**src/rtl/chip8_checkpoint_seq_pkg.sv**
```systemverilog
// Shared types for the CHIP-8 checkpoint sequencer: state encoding and index-width helper.
package chip8_checkpoint_seq_pkg;

  typedef enum logic [1:0] {
    IDLE  = 2'd0,
    RESET = 2'd1,
    RUN   = 2'd2,
    DONE  = 2'd3
  } seq_state_t;

  // A one-entry table still needs a one-bit index.
  function automatic int idx_width(input int n);
    return (n <= 2) ? 1 : $clog2(n);
  endfunction

endpackage

```
**src/rtl/chip8_checkpoint_seq_if.sv**
```systemverilog
// Control, configuration and status bundle between a bring-up controller and the sequencer.
interface chip8_checkpoint_seq_if #(
  parameter int PROBE_W = 8,
  parameter int IDX_W   = 2,
  parameter int CYCLE_W = 16
);
  logic               start;
  logic               cfg_we;
  logic [IDX_W-1:0]   cfg_idx;
  logic [CYCLE_W-1:0] cfg_cycle;
  logic [PROBE_W-1:0] cfg_expect;
  logic [PROBE_W-1:0] cfg_mask;
  logic [IDX_W:0]     cfg_num;
  logic [PROBE_W-1:0] probe;
  logic               dut_reset_n;
  logic               busy;
  logic               done;
  logic               pass;
  logic [IDX_W:0]     fail_count;
  logic [IDX_W-1:0]   first_fail_idx;
  logic [PROBE_W-1:0] first_fail_value;

  modport master (
    output start, cfg_we, cfg_idx, cfg_cycle, cfg_expect, cfg_mask, cfg_num, probe,
    input  dut_reset_n, busy, done, pass, fail_count, first_fail_idx, first_fail_value
  );

  modport slave (
    input  start, cfg_we, cfg_idx, cfg_cycle, cfg_expect, cfg_mask, cfg_num, probe,
    output dut_reset_n, busy, done, pass, fail_count, first_fail_idx, first_fail_value
  );
endinterface

```
**src/rtl/chip8_seq_table.sv**
```systemverilog
// Checkpoint table: NUM_CHECKS x {cycle, expect, mask} with a synchronous write port
// and a combinational read port.
module chip8_seq_table #(
  parameter int NUM_CHECKS = 4,
  parameter int IDX_W      = 2,
  parameter int CYCLE_W    = 16,
  parameter int PROBE_W    = 8
) (
  input  logic               CLOCK_50,
  input  logic               KEY0,
  input  logic               we,
  input  logic [IDX_W-1:0]   wr_idx,
  input  logic [CYCLE_W-1:0] wr_cycle,
  input  logic [PROBE_W-1:0] wr_expect,
  input  logic [PROBE_W-1:0] wr_mask,
  input  logic [IDX_W-1:0]   rd_idx,
  output logic [CYCLE_W-1:0] rd_cycle,
  output logic [PROBE_W-1:0] rd_expect,
  output logic [PROBE_W-1:0] rd_mask
);
  logic [CYCLE_W-1:0] cycle_q  [NUM_CHECKS];
  logic [PROBE_W-1:0] expect_q [NUM_CHECKS];
  logic [PROBE_W-1:0] mask_q   [NUM_CHECKS];

  // Out-of-range indices are possible when NUM_CHECKS is not a power of two.
  always_ff @(posedge CLOCK_50 or negedge KEY0) begin
    if (!KEY0) begin
      for (int i = 0; i < NUM_CHECKS; i++) begin
        cycle_q[i]  <= '0;
        expect_q[i] <= '0;
        mask_q[i]   <= '0;
      end
    end else if (we && (int'(wr_idx) < NUM_CHECKS)) begin
      cycle_q[wr_idx]  <= wr_cycle;
      expect_q[wr_idx] <= wr_expect;
      mask_q[wr_idx]   <= wr_mask;
    end
  end

  always_comb begin
    rd_cycle  = '0;
    rd_expect = '0;
    rd_mask   = '0;
    if (int'(rd_idx) < NUM_CHECKS) begin
      rd_cycle  = cycle_q[rd_idx];
      rd_expect = expect_q[rd_idx];
      rd_mask   = mask_q[rd_idx];
    end
  end
endmodule

```
**src/rtl/chip8_checkpoint_seq.sv**
```systemverilog
// CHIP-8 bring-up sequencer: pulses the DUT reset, then checks a masked probe bus
// against a table of checkpoints and reports pass/fail and the first failure.
module chip8_checkpoint_seq
  import chip8_checkpoint_seq_pkg::*;
#(
  parameter int PROBE_W      = 8,
  parameter int NUM_CHECKS   = 4,
  parameter int CYCLE_W      = 16,
  parameter int RESET_CYCLES = 1
) (
  input logic                   CLOCK_50,
  input logic                   KEY0,
  chip8_checkpoint_seq_if.slave bus
);
  localparam int IDX_W  = idx_width(NUM_CHECKS);
  localparam int RCNT_W = (RESET_CYCLES <= 2) ? 1 : $clog2(RESET_CYCLES);
  localparam logic [RCNT_W-1:0] RCNT_LAST = RCNT_W'(RESET_CYCLES - 1);
  localparam logic [IDX_W:0]    MAX_NUM   = (IDX_W + 1)'(NUM_CHECKS);

  seq_state_t         state;
  logic [CYCLE_W-1:0] cnt;
  logic [IDX_W-1:0]   ptr;
  logic [IDX_W:0]     num_q;
  logic [RCNT_W-1:0]  rcnt;

  logic               dut_reset_n_q;
  logic               busy_q;
  logic               done_q;
  logic               pass_q;
  logic [IDX_W:0]     fail_count_q;
  logic [IDX_W-1:0]   first_fail_idx_q;
  logic [PROBE_W-1:0] first_fail_value_q;

  logic [CYCLE_W-1:0] rd_cycle;
  logic [PROBE_W-1:0] rd_expect;
  logic [PROBE_W-1:0] rd_mask;
  logic               table_we;
  logic               mismatch;
  logic               entry_due;
  logic               entry_last;
  logic [IDX_W:0]     num_clamped;

  assign table_we    = bus.cfg_we && ((state == IDLE) || (state == DONE));
  assign num_clamped = (bus.cfg_num > MAX_NUM) ? MAX_NUM : bus.cfg_num;
  assign mismatch    = |((bus.probe ^ rd_expect) & rd_mask);
  assign entry_due   = (cnt >= rd_cycle);
  assign entry_last  = (({1'b0, ptr} + (IDX_W + 1)'(1)) == num_q);

  chip8_seq_table #(
    .NUM_CHECKS (NUM_CHECKS),
    .IDX_W      (IDX_W),
    .CYCLE_W    (CYCLE_W),
    .PROBE_W    (PROBE_W)
  ) u_table (
    .CLOCK_50  (CLOCK_50),
    .KEY0      (KEY0),
    .we        (table_we),
    .wr_idx    (bus.cfg_idx),
    .wr_cycle  (bus.cfg_cycle),
    .wr_expect (bus.cfg_expect),
    .wr_mask   (bus.cfg_mask),
    .rd_idx    (ptr),
    .rd_cycle  (rd_cycle),
    .rd_expect (rd_expect),
    .rd_mask   (rd_mask)
  );

  always_ff @(posedge CLOCK_50 or negedge KEY0) begin
    if (!KEY0) begin
      state              <= IDLE;
      cnt                <= '0;
      ptr                <= '0;
      num_q              <= '0;
      rcnt               <= '0;
      dut_reset_n_q      <= 1'b0;
      busy_q             <= 1'b0;
      done_q             <= 1'b0;
      pass_q             <= 1'b0;
      fail_count_q       <= '0;
      first_fail_idx_q   <= '0;
      first_fail_value_q <= '0;
    end else begin
      case (state)
        IDLE, DONE: begin
          dut_reset_n_q <= 1'b1;
          if (bus.start) begin
            state              <= RESET;
            num_q              <= num_clamped;
            rcnt               <= '0;
            dut_reset_n_q      <= 1'b0;
            busy_q             <= 1'b1;
            done_q             <= 1'b0;
            pass_q             <= 1'b0;
            fail_count_q       <= '0;
            first_fail_idx_q   <= '0;
            first_fail_value_q <= '0;
          end
        end
        RESET: begin
          if (rcnt == RCNT_LAST) begin
            state         <= RUN;
            dut_reset_n_q <= 1'b1;
            cnt           <= '0;
            ptr           <= '0;
          end else begin
            rcnt <= rcnt + RCNT_W'(1);
          end
        end
        RUN: begin
          // The counter saturates so late checkpoints never alias onto early cycles.
          if (cnt != '1) begin
            cnt <= cnt + CYCLE_W'(1);
          end
          if (num_q == '0) begin
            state  <= DONE;
            busy_q <= 1'b0;
            done_q <= 1'b1;
            pass_q <= 1'b1;
          end else if (entry_due) begin
            if (mismatch) begin
              fail_count_q <= fail_count_q + (IDX_W + 1)'(1);
              if (fail_count_q == '0) begin
                first_fail_idx_q   <= ptr;
                first_fail_value_q <= bus.probe;
              end
            end
            if (entry_last) begin
              state  <= DONE;
              busy_q <= 1'b0;
              done_q <= 1'b1;
              pass_q <= !mismatch && (fail_count_q == '0);
            end else begin
              ptr <= ptr + IDX_W'(1);
            end
          end
        end
        default: state <= IDLE;
      endcase
    end
  end

  assign bus.dut_reset_n      = dut_reset_n_q;
  assign bus.busy             = busy_q;
  assign bus.done             = done_q;
  assign bus.pass             = pass_q;
  assign bus.fail_count       = fail_count_q;
  assign bus.first_fail_idx   = first_fail_idx_q;
  assign bus.first_fail_value = first_fail_value_q;
endmodule

```
**src/flat_wrapper.sv**
```systemverilog
// flat-port wrapper written by rule: the top's interface ports become plain ports
module chip8_checkpoint_seq_flat import chip8_checkpoint_seq_pkg::*;
#(
  parameter int PROBE_W      = 8,
  parameter int NUM_CHECKS   = 4,
  parameter int CYCLE_W      = 16,
  parameter int RESET_CYCLES = 1
)
  (CLOCK_50, KEY0, bus_start, bus_cfg_we, bus_cfg_idx, bus_cfg_cycle, bus_cfg_expect, bus_cfg_mask, bus_cfg_num, bus_probe, bus_dut_reset_n, bus_busy, bus_done, bus_pass, bus_fail_count, bus_first_fail_idx, bus_first_fail_value);
  chip8_checkpoint_seq_if #(.PROBE_W(PROBE_W), .IDX_W(2), .CYCLE_W(CYCLE_W)) bus_i ();
  input logic CLOCK_50;
  input logic KEY0;
  input wire logic [$bits(bus_i.start)-1:0] bus_start;
  input wire logic [$bits(bus_i.cfg_we)-1:0] bus_cfg_we;
  input wire logic [$bits(bus_i.cfg_idx)-1:0] bus_cfg_idx;
  input wire logic [$bits(bus_i.cfg_cycle)-1:0] bus_cfg_cycle;
  input wire logic [$bits(bus_i.cfg_expect)-1:0] bus_cfg_expect;
  input wire logic [$bits(bus_i.cfg_mask)-1:0] bus_cfg_mask;
  input wire logic [$bits(bus_i.cfg_num)-1:0] bus_cfg_num;
  input wire logic [$bits(bus_i.probe)-1:0] bus_probe;
  output wire logic [$bits(bus_i.dut_reset_n)-1:0] bus_dut_reset_n;
  output wire logic [$bits(bus_i.busy)-1:0] bus_busy;
  output wire logic [$bits(bus_i.done)-1:0] bus_done;
  output wire logic [$bits(bus_i.pass)-1:0] bus_pass;
  output wire logic [$bits(bus_i.fail_count)-1:0] bus_fail_count;
  output wire logic [$bits(bus_i.first_fail_idx)-1:0] bus_first_fail_idx;
  output wire logic [$bits(bus_i.first_fail_value)-1:0] bus_first_fail_value;
  assign bus_i.start = bus_start;
  assign bus_i.cfg_we = bus_cfg_we;
  assign bus_i.cfg_idx = bus_cfg_idx;
  assign bus_i.cfg_cycle = bus_cfg_cycle;
  assign bus_i.cfg_expect = bus_cfg_expect;
  assign bus_i.cfg_mask = bus_cfg_mask;
  assign bus_i.cfg_num = bus_cfg_num;
  assign bus_i.probe = bus_probe;
  assign bus_dut_reset_n = bus_i.dut_reset_n;
  assign bus_busy = bus_i.busy;
  assign bus_done = bus_i.done;
  assign bus_pass = bus_i.pass;
  assign bus_fail_count = bus_i.fail_count;
  assign bus_first_fail_idx = bus_i.first_fail_idx;
  assign bus_first_fail_value = bus_i.first_fail_value;
  chip8_checkpoint_seq #(.PROBE_W(PROBE_W), .NUM_CHECKS(NUM_CHECKS), .CYCLE_W(CYCLE_W), .RESET_CYCLES(RESET_CYCLES)) u_core (.CLOCK_50(CLOCK_50), .KEY0(KEY0), .bus(bus_i));
endmodule
```
**config.mk**
```make
export PLATFORM = sky130hd
export DESIGN_NAME = chip8_checkpoint_seq_flat
export DESIGN_NICKNAME = d
export VERILOG_FILES = /design/src/rtl/chip8_checkpoint_seq_pkg.sv /design/src/rtl/chip8_checkpoint_seq_if.sv /design/src/rtl/chip8_seq_table.sv /design/src/rtl/chip8_checkpoint_seq.sv /design/src/flat_wrapper.sv
export SDC_FILE = /design/constraint.sdc
export NUM_CORES = 1
export LEC_CHECK = 0
export CORE_MARGIN = 1
export CORE_UTILIZATION = 30
export DETAILED_ROUTE_END_ITERATION = 8
export HOLD_SLACK_MARGIN = 0.03
export PLACE_DENSITY = 0.44
export SETUP_SLACK_MARGIN = 0.4
export SYNTH_ARGS = -nofsm -noshare
export SYNTH_HDL_FRONTEND = slang
export SYNTH_SLANG_ARGS = --single-unit
```
**constraint.sdc**
```tcl
create_clock -name CLOCK_50 -period 4 [get_ports CLOCK_50]
set_clock_uncertainty 0.2 [all_clocks]
set_input_delay 0.6 -clock CLOCK_50 [delete_from_list [all_inputs] [get_ports CLOCK_50]]
set_output_delay 0.6 -clock CLOCK_50 [all_outputs]
set_load 0.05 [all_outputs]
```
==> impl_metrics.json <==
{
  "status": "finished with violations",
  "failed_checks": "design-rule violations",
  "worst-r2r-setup-slack_ns": 0.64,
  "yosysWarnings": 0,
  "vdd_drop_max_mv": 0.233,
  "pwr-share-comb_pct": 37.3,
  "drc_errors": 3,
  "antenna_found_initial": 0,
  "ys_types": 61,
  "grt_usage_pct": 15.0,
  "cts_max_path_buffers": 2,
  "critPathRequiredTime_ns": 4.12,
  "ioPinCount": 66,
  "dp_hpwl_mm": 13.6,
  "drv_slew": 0,
  "reg2reg_depth": 12,
  "totalPowerFinal_w": 0.00732,
  "setup.worst_path.start_class": "register",
  "yosys-top-cells-area": "dfrtp_1 (52%), mux2_2 (18%), mux4_2 (4.5%)",
  "final_common_cell": "dfrtp_1",
  "initial_core_util_pct": 30.8,
  "crit_arrival_ns": 3.48,
  "syn_area_um2": 8090,
  "diodes": 0,
  "p_leak_nw": 4.20,
  "numCtsBuffers": 17,
  "die_x_um": 166,
  "cts-root-buf": "clkbuf_16",
  "ys_seq_area_share_pct": 51.9,
  "place_congestion": 0.736,
  "synth_edf_count": 0,
  "areaGrowthSynthToFinish_pct": 21.4,
  "max-cap-violations": 0,
  "design.die.area_um2": 27600,
  "holdBufCountCts": 0,
  "max-slew-margin-rel_pct": 21.5,
  "syn-num-nets": 704,
  "ys_ff_latch": 168,
  "layout_common_cells": "dfrtp_1 (167), mux2_2 (129), clkdlybuf4s50_1 (64)",
  "power_frac_clock_pct": 23.3,
  "drt_wl_total_mm": 19.7,
  "critPathCaptureType": "register",
  "grt.overflow.total": 0,
  "p_sw_share_pct": 34.4,
  "finalHoldViolations": 0,
  "post-place-cells": 1017,
  "drive_above_1_share_pct": 29.0,
  "setup_viol": 0,
  "p_per_area_nw_per_um2": 745,
  "critical_path_class": "register to register",
  "r2r_start": "u_core.ptr[0]",
  "post-route-min-period_ns": 3.36,
  "portBuffers": 65,
  "dieHeight_um": 166,
  "first_global_vias": 5606,
  "synth.top_cell.area_share_pct": 51.9,
  "fmaxAchievable_ghz": 0.298,
  "via_per_inst": 5.03,
  "clk_latency_ns": 0.43,
  "worstHoldPathType": "input port to async pin",
  "finalCritPeriodShare_pct": 83.9,
  "grt_max_degree": 79,
  "ant_nets": 0,
  "final_nets": 777,
  "crit_fanout": 10,
  "cts.sinks": 168,
  "ys.flop_type": "dfrtp_1",
  "firstDrtPassIters": 6,
  "core-area_um2": 26300,
  "syn_inst": 631,
  "power_frac_seq_pct": 39.4,
  "htreeDepth": 4,
  "rows": 59,
  "vias": 5289,
  "post-synth-top-area-cell": "dfrtp_1",
  "clk_pin_slew_ns": 0.07,
  "grt_pass1_wl_mm": 32.0,
  "power.internal_w": 0.00480,
  "async_flop_share_pct": 100,
  "cts_tree": "done",
  "timing.rr.end": "u_core.bus.first_fail_value[3]",
  "worst_pin_slew_ns": 1.17,
  "grt_setup_unrepaired": "no",
  "dr.first_iter.drc_count": 265,
  "synth_area_per_cell_um2": 12.8,
  "routedWlPerCell_um": 18.7,
  "layout.cells.non_filler": 1052,
  "netSwitchingPower_w": 0.00252
}
flip-flops by register name, summed over array words and instances (netlist names):
name / count
u_core.bus.dut_reset_n: 1
u_core.u_table.expect_q: 32
u_core.bus.done: 1
u_core.bus.first_fail_idx: 2
u_core.num_q: 3
u_core.bus.first_fail_value: 8
u_core.ptr: 2
u_core.bus.pass: 1
u_core.cnt: 16
u_core.state: 2
u_core.u_table.cycle_q: 64
u_core.bus.fail_count: 3
u_core.bus.busy: 1
u_core.u_table.mask_q: 32
worst max-delay path by stage:
| stage | to | cells past startpoint | slack, ns | start |
|---|---|---|---|---|
| 2_1_floorplan | u_core.bus.first_fail_idx[0] | 14 | 0.42 | u_core.ptr[0] |
| 3_3_place_gp | u_core.bus.first_fail_value[7] | 9 | 0.02 | u_core.ptr[0] |
| 3_5_place_dp | u_core.bus.first_fail_idx[1] | 9 | -0.11 | u_core.ptr[0] |
| 4_1_cts | u_core.bus.first_fail_idx[1] | 12 | 0.46 | u_core.ptr[0] |
| 5_1_grt | u_core.bus.first_fail_value[3] | 9 | 0.42 | u_core.ptr[0] |
| 6_report | u_core.bus.first_fail_value[3] | 12 | 0.64 | u_core.ptr[0] |
cells by family after synthesis:
logic type      Yosys count  share of synthesized area (%)
mux                     152                           23.3
compound gates           92                           8.07
simple gates            106                           6.66
buf+inv                  60                           3.22
fa+ha+maj                24                           3.71
flops                   168                           51.9
xor+xnor                 29                           3.14
power groups by stage:
stage | combinational [W] | clock (W) | sequential [W]
2_1_floorplan | 0.00192 | 0 | 0.00293
3_3_place_gp | 0.00262 | 0 | 0.00291
3_5_place_dp | 0.00268 | 0 | 0.00294
4_1_cts | 0.00276 | 0.00176 | 0.00289
5_1_grt | 0.00302 | 0.00184 | 0.00299
6_report | 0.00273 | 0.00171 | 0.00289
final cells by class:
type                    instances  area (µm²)
well taps                     335         419
inverters                      28         105
fillers                      2490       16500
flip-flops and latches        168        4210
multi-input cells             403        3650
repair buffers                 86         835
clock inverters                15         184
clock buffers                  17         425
through the flow:
stage	utilization (%)	area, µm²	TNS, ns	worst slack, ns	hold WS, ns
floorplan	-	8100	0	0.424	0.104
CTS	37.4	9820	0	0.464	0.0401
global route	37.4	9830	0	0.420	0.0653
detailed placement	34.9	9160	-1.00	-0.105	0.288
global placement	34.9	9160	0	0.0165	0.282
finish	37.4	9830	0	0.643	0.0179
repair_timing:
action / 4_1_cts / 5_1_grt
buffers inserted: 3 / 0
gates resized for setup: 3 / 2
setup endpoints to repair: 15 / 14
synth_stat cells, types with 5 or more instances:
cell,count
nand4_1,6
mux2i_1,7
a31oi_1,5
dfrtp_1,168
nand2b_1,5
buf_2,7
o21ai_0,27
mux2_2,129
inv_1,27
clkbuf_1,14
nor3_1,5
nand3b_1,5
xor2_1,25
a32o_1,10
nor2_1,18
a21oi_1,11
buf_1,6
mux4_2,16
and3_1,5
nand3_1,9
nand2_1,35
ha_1,24
layer usage:
layer,routed length [µm],track usage (%)
met1,9440,20.2
met3,596,2.69
met5,0,0
met4,262,4.43
met2,9410,24.7
critical path: stages (launching register included):
cell and delay, ns:
dfrtp_4 0.53, buf_12 0.16, mux4_2 0.49, inv_1 0.11, ha_1 0.18, o21a_1 0.11
o21ai_0 0.07, o21ai_0 0.23, a31o_2 0.26, nand2_1 0.11, buf_4 0.17, or3_4 0.39
a32o_1 0.22
No activity file was read; power rests on OpenSTA's default activity.
